[config.mk]
export PLATFORM = sky130hd
export DESIGN_NAME = phase_mac_mc_flat
export DESIGN_NICKNAME = d
export VERILOG_FILES = /design/src/rtl/phase_mac_mc_if.sv /design/src/rtl/phase_mac_mc.sv /design/src/flat_wrapper.sv
export SDC_FILE = /design/constraint.sdc
export NUM_CORES = 2
export LEC_CHECK = 0
export CAP_MARGIN = 5
export CELL_PAD_IN_SITES_DETAIL_PLACEMENT = 0
export CELL_PAD_IN_SITES_GLOBAL_PLACEMENT = 1
export CORE_MARGIN = 2
export CORE_UTILIZATION = 45
export CTS_CLUSTER_SIZE = 20
export DETAILED_ROUTE_END_ITERATION = 10
export PLACE_DENSITY = 0.88
export SLEW_MARGIN = 0
export SYNTH_ARGS = -nofsm -noshare
export SYNTH_HDL_FRONTEND = slang
export SYNTH_SLANG_ARGS = --single-unit
[constraint.sdc]
create_clock -name clk -period 6.4 [get_ports clk]
set_input_delay 0.64 -clock clk [delete_from_list [all_inputs] [get_ports clk]]
set_output_delay 0.64 -clock clk [all_outputs]
set_load 0.02 [all_outputs]
[src/rtl/phase_mac_mc_if.sv]
// Sample/config/result bus of the multi-channel phase MAC.
// slave  : seen by phase_mac_mc (takes s_*/cfg_*, drives m_*)
// master : seen by the sample source (drives s_*/cfg_*, takes m_*)
interface phase_mac_mc_if #(
    parameter int unsigned NUM_CH = 4,
    parameter int unsigned TIME_W = 48,
    parameter int unsigned FREQ_W = 48,
    parameter int unsigned PH_W   = 14,
    parameter int unsigned ACC_W  = 48
);
    localparam int unsigned CH_W = (NUM_CH > 1) ? $clog2(NUM_CH) : 1;

    logic              s_valid;
    logic [CH_W-1:0]   s_ch;
    logic [TIME_W-1:0] s_timestamp;
    logic [TIME_W-1:0] s_time_offset;
    logic [FREQ_W-1:0] s_freq;
    logic [PH_W-1:0]   s_phase;
    logic              s_commit;

    logic              cfg_we;
    logic [CH_W-1:0]   cfg_ch;
    logic [ACC_W-1:0]  cfg_phase;

    logic              m_valid;
    logic [CH_W-1:0]   m_ch;
    logic [ACC_W-1:0]  m_phase;
    logic              m_commit;

    modport slave (
        input  s_valid, s_ch, s_timestamp, s_time_offset, s_freq, s_phase, s_commit,
        input  cfg_we, cfg_ch, cfg_phase,
        output m_valid, m_ch, m_phase, m_commit
    );

    modport master (
        output s_valid, s_ch, s_timestamp, s_time_offset, s_freq, s_phase, s_commit,
        output cfg_we, cfg_ch, cfg_phase,
        input  m_valid, m_ch, m_phase, m_commit
    );
endinterface

[src/rtl/phase_mac_mc.sv]
// Multi-channel DDS phase multiply-accumulate, one sample per cycle, 4-cycle latency:
//   m_phase = (ts - offset) * freq + (phase << (ACC_W-PH_W)) + acc_phase[ch]  mod 2^ACC_W
// Ports: clk, resetn (async, active low), bus (phase_mac_mc_if.slave):
//   s_*   input sample stream, no backpressure
//   cfg_* per-channel accumulator write port
//   m_*   registered result stream
module phase_mac_mc #(
    parameter int unsigned NUM_CH = 4,
    parameter int unsigned TIME_W = 48,
    parameter int unsigned FREQ_W = 48,
    parameter int unsigned PH_W   = 14,
    parameter int unsigned ACC_W  = 48
) (
    input  logic            clk,
    input  logic            resetn,
    phase_mac_mc_if.slave   bus
);
    localparam int unsigned CH_W  = (NUM_CH > 1) ? $clog2(NUM_CH) : 1;
    localparam int unsigned SL_W  = 17;
    localparam int unsigned PP_W  = 2 * SL_W;
    localparam int unsigned NA    = (TIME_W + SL_W - 1) / SL_W;
    localparam int unsigned NB    = (FREQ_W + SL_W - 1) / SL_W;
    localparam int unsigned PAD_A = NA * SL_W;
    localparam int unsigned PAD_B = NB * SL_W;
    localparam int unsigned PH_SH = ACC_W - PH_W;

    // Channel indices beyond NUM_CH neither read nor write the accumulator bank.
    function automatic logic ch_ok(input logic [CH_W-1:0] ch);
        return {1'b0, ch} < (CH_W+1)'(NUM_CH);
    endfunction

    // S0: time difference
    logic              s0_valid_q, s0_valid_d;
    logic [CH_W-1:0]   s0_ch_q, s0_ch_d;
    logic [TIME_W-1:0] s0_diff_q, s0_diff_d;
    logic [FREQ_W-1:0] s0_freq_q, s0_freq_d;
    logic [PH_W-1:0]   s0_ph_q, s0_ph_d;
    logic              s0_commit_q, s0_commit_d;

    // S1: DSP-sized partial products and aligned phase offset
    logic              s1_valid_q, s1_valid_d;
    logic [CH_W-1:0]   s1_ch_q, s1_ch_d;
    logic              s1_commit_q, s1_commit_d;
    logic [PP_W-1:0]   s1_pp_q [NA][NB];
    logic [PP_W-1:0]   s1_pp_d [NA][NB];
    logic [ACC_W-1:0]  s1_phoff_q, s1_phoff_d;

    // S2a: per-row partial sums (first level of the summing tree)
    logic              s2a_valid_q, s2a_valid_d;
    logic [CH_W-1:0]   s2a_ch_q, s2a_ch_d;
    logic              s2a_commit_q, s2a_commit_d;
    logic [ACC_W-1:0]  s2a_row_q [NA];
    logic [ACC_W-1:0]  s2a_row_d [NA];
    logic [ACC_W-1:0]  s2a_phoff_q, s2a_phoff_d;

    // S2b: product + phase offset
    logic              s2b_valid_q, s2b_valid_d;
    logic [CH_W-1:0]   s2b_ch_q, s2b_ch_d;
    logic              s2b_commit_q, s2b_commit_d;
    logic [ACC_W-1:0]  s2b_sum_q, s2b_sum_d;

    // S3: output register and accumulator bank
    logic              m_valid_q, m_valid_d;
    logic [CH_W-1:0]   m_ch_q, m_ch_d;
    logic [ACC_W-1:0]  m_phase_q, m_phase_d;
    logic              m_commit_q, m_commit_d;
    logic [ACC_W-1:0]  acc_q [NUM_CH];
    logic [ACC_W-1:0]  acc_d [NUM_CH];

    logic [PAD_A-1:0]  diff_pad;
    logic [PAD_B-1:0]  freq_pad;
    logic [ACC_W-1:0]  acc_eff;
    logic [ACC_W-1:0]  phase_new;
    logic              cfg_hit;

    // S0 capture; data held while idle
    always_comb begin
        s0_valid_d  = bus.s_valid;
        s0_ch_d     = s0_ch_q;
        s0_diff_d   = s0_diff_q;
        s0_freq_d   = s0_freq_q;
        s0_ph_d     = s0_ph_q;
        s0_commit_d = s0_commit_q;
        if (bus.s_valid) begin
            s0_ch_d     = bus.s_ch;
            s0_diff_d   = bus.s_timestamp - bus.s_time_offset;
            s0_freq_d   = bus.s_freq;
            s0_ph_d     = bus.s_phase;
            s0_commit_d = bus.s_commit;
        end
    end

    // S1: only partials whose weight lands below bit ACC_W are formed
    always_comb begin
        diff_pad    = PAD_A'(s0_diff_q);
        freq_pad    = PAD_B'(s0_freq_q);
        s1_valid_d  = s0_valid_q;
        s1_ch_d     = s0_ch_q;
        s1_commit_d = s0_commit_q;
        s1_phoff_d  = ACC_W'(s0_ph_q) << PH_SH;
        for (int unsigned i = 0; i < NA; i++) begin
            for (int unsigned j = 0; j < NB; j++) begin
                s1_pp_d[i][j] = '0;
                if (SL_W * (i + j) < ACC_W) begin
                    s1_pp_d[i][j] = PP_W'(diff_pad[i*SL_W +: SL_W]) *
                                    PP_W'(freq_pad[j*SL_W +: SL_W]);
                end
            end
        end
    end

    // S2a: weight and sum each row of partials
    always_comb begin
        s2a_valid_d  = s1_valid_q;
        s2a_ch_d     = s1_ch_q;
        s2a_commit_d = s1_commit_q;
        s2a_phoff_d  = s1_phoff_q;
        for (int unsigned i = 0; i < NA; i++) begin
            s2a_row_d[i] = '0;
            for (int unsigned j = 0; j < NB; j++) begin
                if (SL_W * (i + j) < ACC_W) begin
                    s2a_row_d[i] = s2a_row_d[i] +
                                   (ACC_W'(s1_pp_q[i][j]) << (SL_W * (i + j)));
                end
            end
        end
    end

    // S2b: fold rows and phase offset
    always_comb begin
        s2b_valid_d  = s2a_valid_q;
        s2b_ch_d     = s2a_ch_q;
        s2b_commit_d = s2a_commit_q;
        s2b_sum_d    = s2a_phoff_q;
        for (int unsigned i = 0; i < NA; i++) begin
            s2b_sum_d = s2b_sum_d + s2a_row_q[i];
        end
    end

    // S3: accumulator read with cfg forwarding, commit write-back (cfg wins)
    always_comb begin
        cfg_hit    = bus.cfg_we && ch_ok(bus.cfg_ch) && (bus.cfg_ch == s2b_ch_q);
        acc_eff    = '0;
        if (cfg_hit) begin
            acc_eff = bus.cfg_phase;
        end else if (ch_ok(s2b_ch_q)) begin
            acc_eff = acc_q[s2b_ch_q];
        end
        phase_new  = s2b_sum_q + acc_eff;

        m_valid_d  = s2b_valid_q;
        m_commit_d = s2b_valid_q & s2b_commit_q;
        m_ch_d     = m_ch_q;
        m_phase_d  = m_phase_q;
        if (s2b_valid_q) begin
            m_ch_d    = s2b_ch_q;
            m_phase_d = phase_new;
        end

        acc_d = acc_q;
        if (s2b_valid_q && s2b_commit_q && ch_ok(s2b_ch_q)) begin
            acc_d[s2b_ch_q] = phase_new;
        end
        if (bus.cfg_we && ch_ok(bus.cfg_ch)) begin
            acc_d[bus.cfg_ch] = bus.cfg_phase;
        end
    end

    // Pipeline and bank registers
    always_ff @(posedge clk or negedge resetn) begin
        if (!resetn) begin
            s0_valid_q   <= 1'b0;
            s0_ch_q      <= '0;
            s0_diff_q    <= '0;
            s0_freq_q    <= '0;
            s0_ph_q      <= '0;
            s0_commit_q  <= 1'b0;
            s1_valid_q   <= 1'b0;
            s1_ch_q      <= '0;
            s1_commit_q  <= 1'b0;
            s1_phoff_q   <= '0;
            for (int unsigned i = 0; i < NA; i++) begin
                for (int unsigned j = 0; j < NB; j++) begin
                    s1_pp_q[i][j] <= '0;
                end
            end
            s2a_valid_q  <= 1'b0;
            s2a_ch_q     <= '0;
            s2a_commit_q <= 1'b0;
            s2a_phoff_q  <= '0;
            for (int unsigned i = 0; i < NA; i++) begin
                s2a_row_q[i] <= '0;
            end
            s2b_valid_q  <= 1'b0;
            s2b_ch_q     <= '0;
            s2b_commit_q <= 1'b0;
            s2b_sum_q    <= '0;
            m_valid_q    <= 1'b0;
            m_ch_q       <= '0;
            m_phase_q    <= '0;
            m_commit_q   <= 1'b0;
            for (int unsigned c = 0; c < NUM_CH; c++) begin
                acc_q[c] <= '0;
            end
        end else begin
            s0_valid_q   <= s0_valid_d;
            s0_ch_q      <= s0_ch_d;
            s0_diff_q    <= s0_diff_d;
            s0_freq_q    <= s0_freq_d;
            s0_ph_q      <= s0_ph_d;
            s0_commit_q  <= s0_commit_d;
            s1_valid_q   <= s1_valid_d;
            s1_ch_q      <= s1_ch_d;
            s1_commit_q  <= s1_commit_d;
            s1_phoff_q   <= s1_phoff_d;
            s1_pp_q      <= s1_pp_d;
            s2a_valid_q  <= s2a_valid_d;
            s2a_ch_q     <= s2a_ch_d;
            s2a_commit_q <= s2a_commit_d;
            s2a_phoff_q  <= s2a_phoff_d;
            s2a_row_q    <= s2a_row_d;
            s2b_valid_q  <= s2b_valid_d;
            s2b_ch_q     <= s2b_ch_d;
            s2b_commit_q <= s2b_commit_d;
            s2b_sum_q    <= s2b_sum_d;
            m_valid_q    <= m_valid_d;
            m_ch_q       <= m_ch_d;
            m_phase_q    <= m_phase_d;
            m_commit_q   <= m_commit_d;
            acc_q        <= acc_d;
        end
    end

    assign bus.m_valid  = m_valid_q;
    assign bus.m_ch     = m_ch_q;
    assign bus.m_phase  = m_phase_q;
    assign bus.m_commit = m_commit_q;
endmodule

[src/flat_wrapper.sv]
// flat-port wrapper written by rule: the top's interface ports become plain ports
module phase_mac_mc_flat 
#(
    parameter int unsigned NUM_CH = 4,
    parameter int unsigned TIME_W = 48,
    parameter int unsigned FREQ_W = 48,
    parameter int unsigned PH_W   = 14,
    parameter int unsigned ACC_W  = 48
)
  (clk, resetn, bus_s_valid, bus_s_ch, bus_s_timestamp, bus_s_time_offset, bus_s_freq, bus_s_phase, bus_s_commit, bus_cfg_we, bus_cfg_ch, bus_cfg_phase, bus_m_valid, bus_m_ch, bus_m_phase, bus_m_commit);
  phase_mac_mc_if #(.NUM_CH(NUM_CH), .TIME_W(TIME_W), .FREQ_W(FREQ_W), .PH_W(PH_W), .ACC_W(ACC_W)) bus_i ();
  input  logic clk;
  input  logic resetn;
  input wire logic [$bits(bus_i.s_valid)-1:0] bus_s_valid;
  input wire logic [$bits(bus_i.s_ch)-1:0] bus_s_ch;
  input wire logic [$bits(bus_i.s_timestamp)-1:0] bus_s_timestamp;
  input wire logic [$bits(bus_i.s_time_offset)-1:0] bus_s_time_offset;
  input wire logic [$bits(bus_i.s_freq)-1:0] bus_s_freq;
  input wire logic [$bits(bus_i.s_phase)-1:0] bus_s_phase;
  input wire logic [$bits(bus_i.s_commit)-1:0] bus_s_commit;
  input wire logic [$bits(bus_i.cfg_we)-1:0] bus_cfg_we;
  input wire logic [$bits(bus_i.cfg_ch)-1:0] bus_cfg_ch;
  input wire logic [$bits(bus_i.cfg_phase)-1:0] bus_cfg_phase;
  output wire logic [$bits(bus_i.m_valid)-1:0] bus_m_valid;
  output wire logic [$bits(bus_i.m_ch)-1:0] bus_m_ch;
  output wire logic [$bits(bus_i.m_phase)-1:0] bus_m_phase;
  output wire logic [$bits(bus_i.m_commit)-1:0] bus_m_commit;
  assign bus_i.s_valid = bus_s_valid;
  assign bus_i.s_ch = bus_s_ch;
  assign bus_i.s_timestamp = bus_s_timestamp;
  assign bus_i.s_time_offset = bus_s_time_offset;
  assign bus_i.s_freq = bus_s_freq;
  assign bus_i.s_phase = bus_s_phase;
  assign bus_i.s_commit = bus_s_commit;
  assign bus_i.cfg_we = bus_cfg_we;
  assign bus_i.cfg_ch = bus_cfg_ch;
  assign bus_i.cfg_phase = bus_cfg_phase;
  assign bus_m_valid = bus_i.m_valid;
  assign bus_m_ch = bus_i.m_ch;
  assign bus_m_phase = bus_i.m_phase;
  assign bus_m_commit = bus_i.m_commit;
  phase_mac_mc #(.NUM_CH(NUM_CH), .TIME_W(TIME_W), .FREQ_W(FREQ_W), .PH_W(PH_W), .ACC_W(ACC_W)) u_core (.clk(clk), .resetn(resetn), .bus(bus_i));
endmodule
==> flow_summary.toml <==
[finish]
final_common_cell = "inv_1"
fin_cells = 9774
layout-drive-gt1-share = 0.0913
final_cell_mix = "1,203 x inv_1, 967 x nand2_1, 865 x fa_1"
final_nets = 9337
area_growth_pct = 13.2
final_util = 0.511

[worst_setup_path]
crit_required_ns = 7.00
end_kind = "register"
endpoint = "u_core.s1_pp_q[268]$_DFF_PN0_"
reg2reg_depth = 22
startpoint = "u_core.s0_freq_q[24]$_DFFE_PN0P_"
reg2reg_from = "u_core.s0_freq_q[24]$_DFFE_PN0P_"
crit_fanout = 5
critical_path_class = "reg2reg"
ff2ff_setup_slack_ns = 0.21
r2r_end = "u_core.s1_pp_q[268]$_DFF_PN0_"
cp-start-kind = "register"
cp.arrival_ns = 6.80

[yosys]
synth_top_family_by_area = "adder cells"
yosys.area_share.simple = 0.136
synthMuxAreaShare = 0.0471
synth_ff_type = "dfrtp_1"
yosysTopAreaCellShare = 0.247
synth-edff-count = 0
yosys-top-cells-area = "fa_1 25%, dfrtp_1 24%, ha_1 11%, inv_1 6.4%, nand2_1 5.2%"
ys_ff_latch = 677
yosysWarnings = 0
syn_nets = 9115
synth_top_cell_by_area = "fa_1"
synth-xor-area-share = 0.0434
avgSynthCellArea_um2 = 9.47
synth_compound_area_frac = 0.0926
netlist_area_mm2 = 0.0703
syn_inst = 7422
synth_fa_ha_area_frac = 0.356
synth_cell_types = 80
ys_seq_area_frac = 0.241
async_flop_share = 1.00

[sta]
slew_viol_final = 0
timing.final.ws_setup_ns = 0.207
fin_skew_ns = 0.0493
period_needed_ns = 6.19
max_freq_mhz = 161
finalCritPeriodShare = 0.968
setup_viol = 0
worst_slew_pin_slew_ns = 1.04
hold_viol_final = 0
slew_headroom = 0.308

[clock_tree]
cts_tree = "built"
worst_skew_pair.late_latency_ns = 0.72
clock-sinks = 677
clkTransAtPathRegs_ns = 0.08
cts_root_buffer = "clkbuf_16"
htree_levels = 3
cts_buffer_depth = 3
cts_buffers = 84

[drt]
drcViolationCount = 0
wl_um = 188000
vias = 52100
drtIter0Drc = 3798
drt_first_pass_iters = 6
wl_per_cell_um = 19.3
ant_nets = 0
vias_per_cell = 5.33

[global_routing]
grt_max_degree = 150
grt.total_usage = 0.239
grt-ovfl-total = 0
grt_pass1_wl_um = 300000
antenna_found_initial = 12
grt_pass1_vias = 54500

[floorplan]
die_x_um = 399
die_h_um = 399
core_mm2 = 0.156
initial_core_util = 0.451
boundaryPins = 267
rows = 145
dieArea_mm2 = 0.159

[placed_design]
hpwl_um = 144000
gp_congestion = 0.937
port_buffers = 266
dp_cells = 9597
place_ws_ns = 0.0106

[run_status]
status = "completed"

[hold_path]
holdCritPathClass = "in2async"

[job]
cap_violations = 0
==> state kept, by name (all words and copies together), names as in the netlist, 2 cells and up <==
signal,count
u_core.s0_ph_q,14
u_core.acc_q,192
u_core.s2a_row_q,93
u_core.s2b_ch_q,2
u_core.s2a_ch_q,2
u_core.s0_diff_q,48
u_core.bus.m_phase,48
u_core.s1_pp_q,138
u_core.s1_ch_q,2
u_core.s0_freq_q,48
u_core.s2b_sum_q,48
u_core.s2a_phoff_q,14
u_core.s1_phoff_q,14
u_core.bus.m_ch,2
u_core.s0_ch_q,2
==> layout make-up <==
type / count / area [µm²]
diodes: 8 / 20.0
fillers: 14100 / 76100
multi-input cells: 5173 / 47600
well taps: 2058 / 2570
clock inverters: 39 / 574
repair buffers: 505 / 4850
flip-flops and latches: 677 / 17000
clock buffers: 111 / 2350
inverters: 1203 / 4520
==> worst min path at each step <==
stage / start / cells after the start / endpoint
after floorplan: u_core.s2a_valid_q$_DFF_PN0_ / 0 / u_core.m_valid_d$_DFF_PN0_
after detailed placement: u_core.s1_phoff_q[46]$_DFF_PN0_ / 0 / u_core.s2a_phoff_q[46]$_DFF_PN0_
final: resetn / 1 / u_core.bus.m_phase[39]$_DFFE_PN0P_
after global routing: resetn / 1 / u_core.bus.m_phase[39]$_DFFE_PN0P_
after CTS: resetn / 1 / u_core.bus.m_phase[39]$_DFFE_PN0P_
after global placement: u_core.s2a_row_q[99]$_DFF_PN0_ / 0 / u_core.s2b_sum_q[3]$_DFF_PN0_
==> per-stage QoR <==
stage / setup TNS (ns) / area (µm²) / hold WS [ns]
floorplan: 0 / 70300 / 0.331
global placement: 0 / 76100 / 0.332
detailed placement: 0 / 76100 / 0.335
CTS: 0 / 79100 / 0.0418
global route: -0.104 / 79500 / 0.0648
finish: 0 / 79500 / 0.0134
==> kinds of logic after synthesis <==
family                     Yosys count
buffers and inverters             1572
adders and majority gates         1478
DFF                                677
and+or+nand+nor                   2043
muxes                              250
xor gates and xnor gates           348
AOI/OAI and AO/OA                 1054
==> metal layers <==
layer,vias to the layer above,routed length (µm),GRT usage
met5,-,17,0
met4,2,7340,0.0890
met3,310,13300,0.0336
met2,1882,87900,0.389
met1,26000,79600,0.325
li1,23900,-,-
==> repair_timing <==
action,CTS,global route
pin swaps,0,21
buffers inserted,0,17
gates cloned,0,2
setup endpoints to repair,3,21
hold buffers,0,0
resized for setup,4,82
==> critical path, cell delays in order, from the launching register on <==
cell and delay (ns):
dfrtp_2 0.41, buf_4 0.15, buf_4 0.14, and2_1 0.16
fa_1 0.48, inv_1 0.05, fa_1 0.39, fa_1 0.42
inv_1 0.08, fa_1 0.44, fa_1 0.56, fa_1 0.41
ha_1 0.32, a21o_1 0.18, a21oi_2 0.13, nand2_1 0.09
o211a_1 0.29, a311o_1 0.39, a31o_1 0.19, or3b_1 0.35
a31o_1 0.22, a21oi_2 0.13, xnor2_1 0.08
==> Yosys cell counts, types with 5 or more instances <==
cell and n:
inv_1 1203, nand2_1 969, fa_1 867, dfrtp_1 677, ha_1 611, and2_1 519
a21oi_1 387, clkbuf_1 344, nor2_1 281, xnor2_1 270, o21ai_0 228, mux2_2 163
a21o_1 108, xor2_1 78, o21a_1 61, nand3_1 54, mux4_2 48, and3_1 46
o21bai_1 44, a31oi_1 42, nor3_1 40, mux2i_1 39, nor2b_1 32, nand2b_1 31
o211ai_1 26, o21ai_1 26, a211oi_1 23, nand4_1 23, buf_1 22, or3_1 18
or2_2 11, o31ai_1 10, a31o_1 7, a31o_2 7, a221oi_1 6, a311o_1 6
a311oi_1 5, nor3b_1 5, o211a_1 5, o41ai_1 5
Power is not shown: default switching activity piles up to over one toggle a cycle in this logic, so the estimate is an artifact.
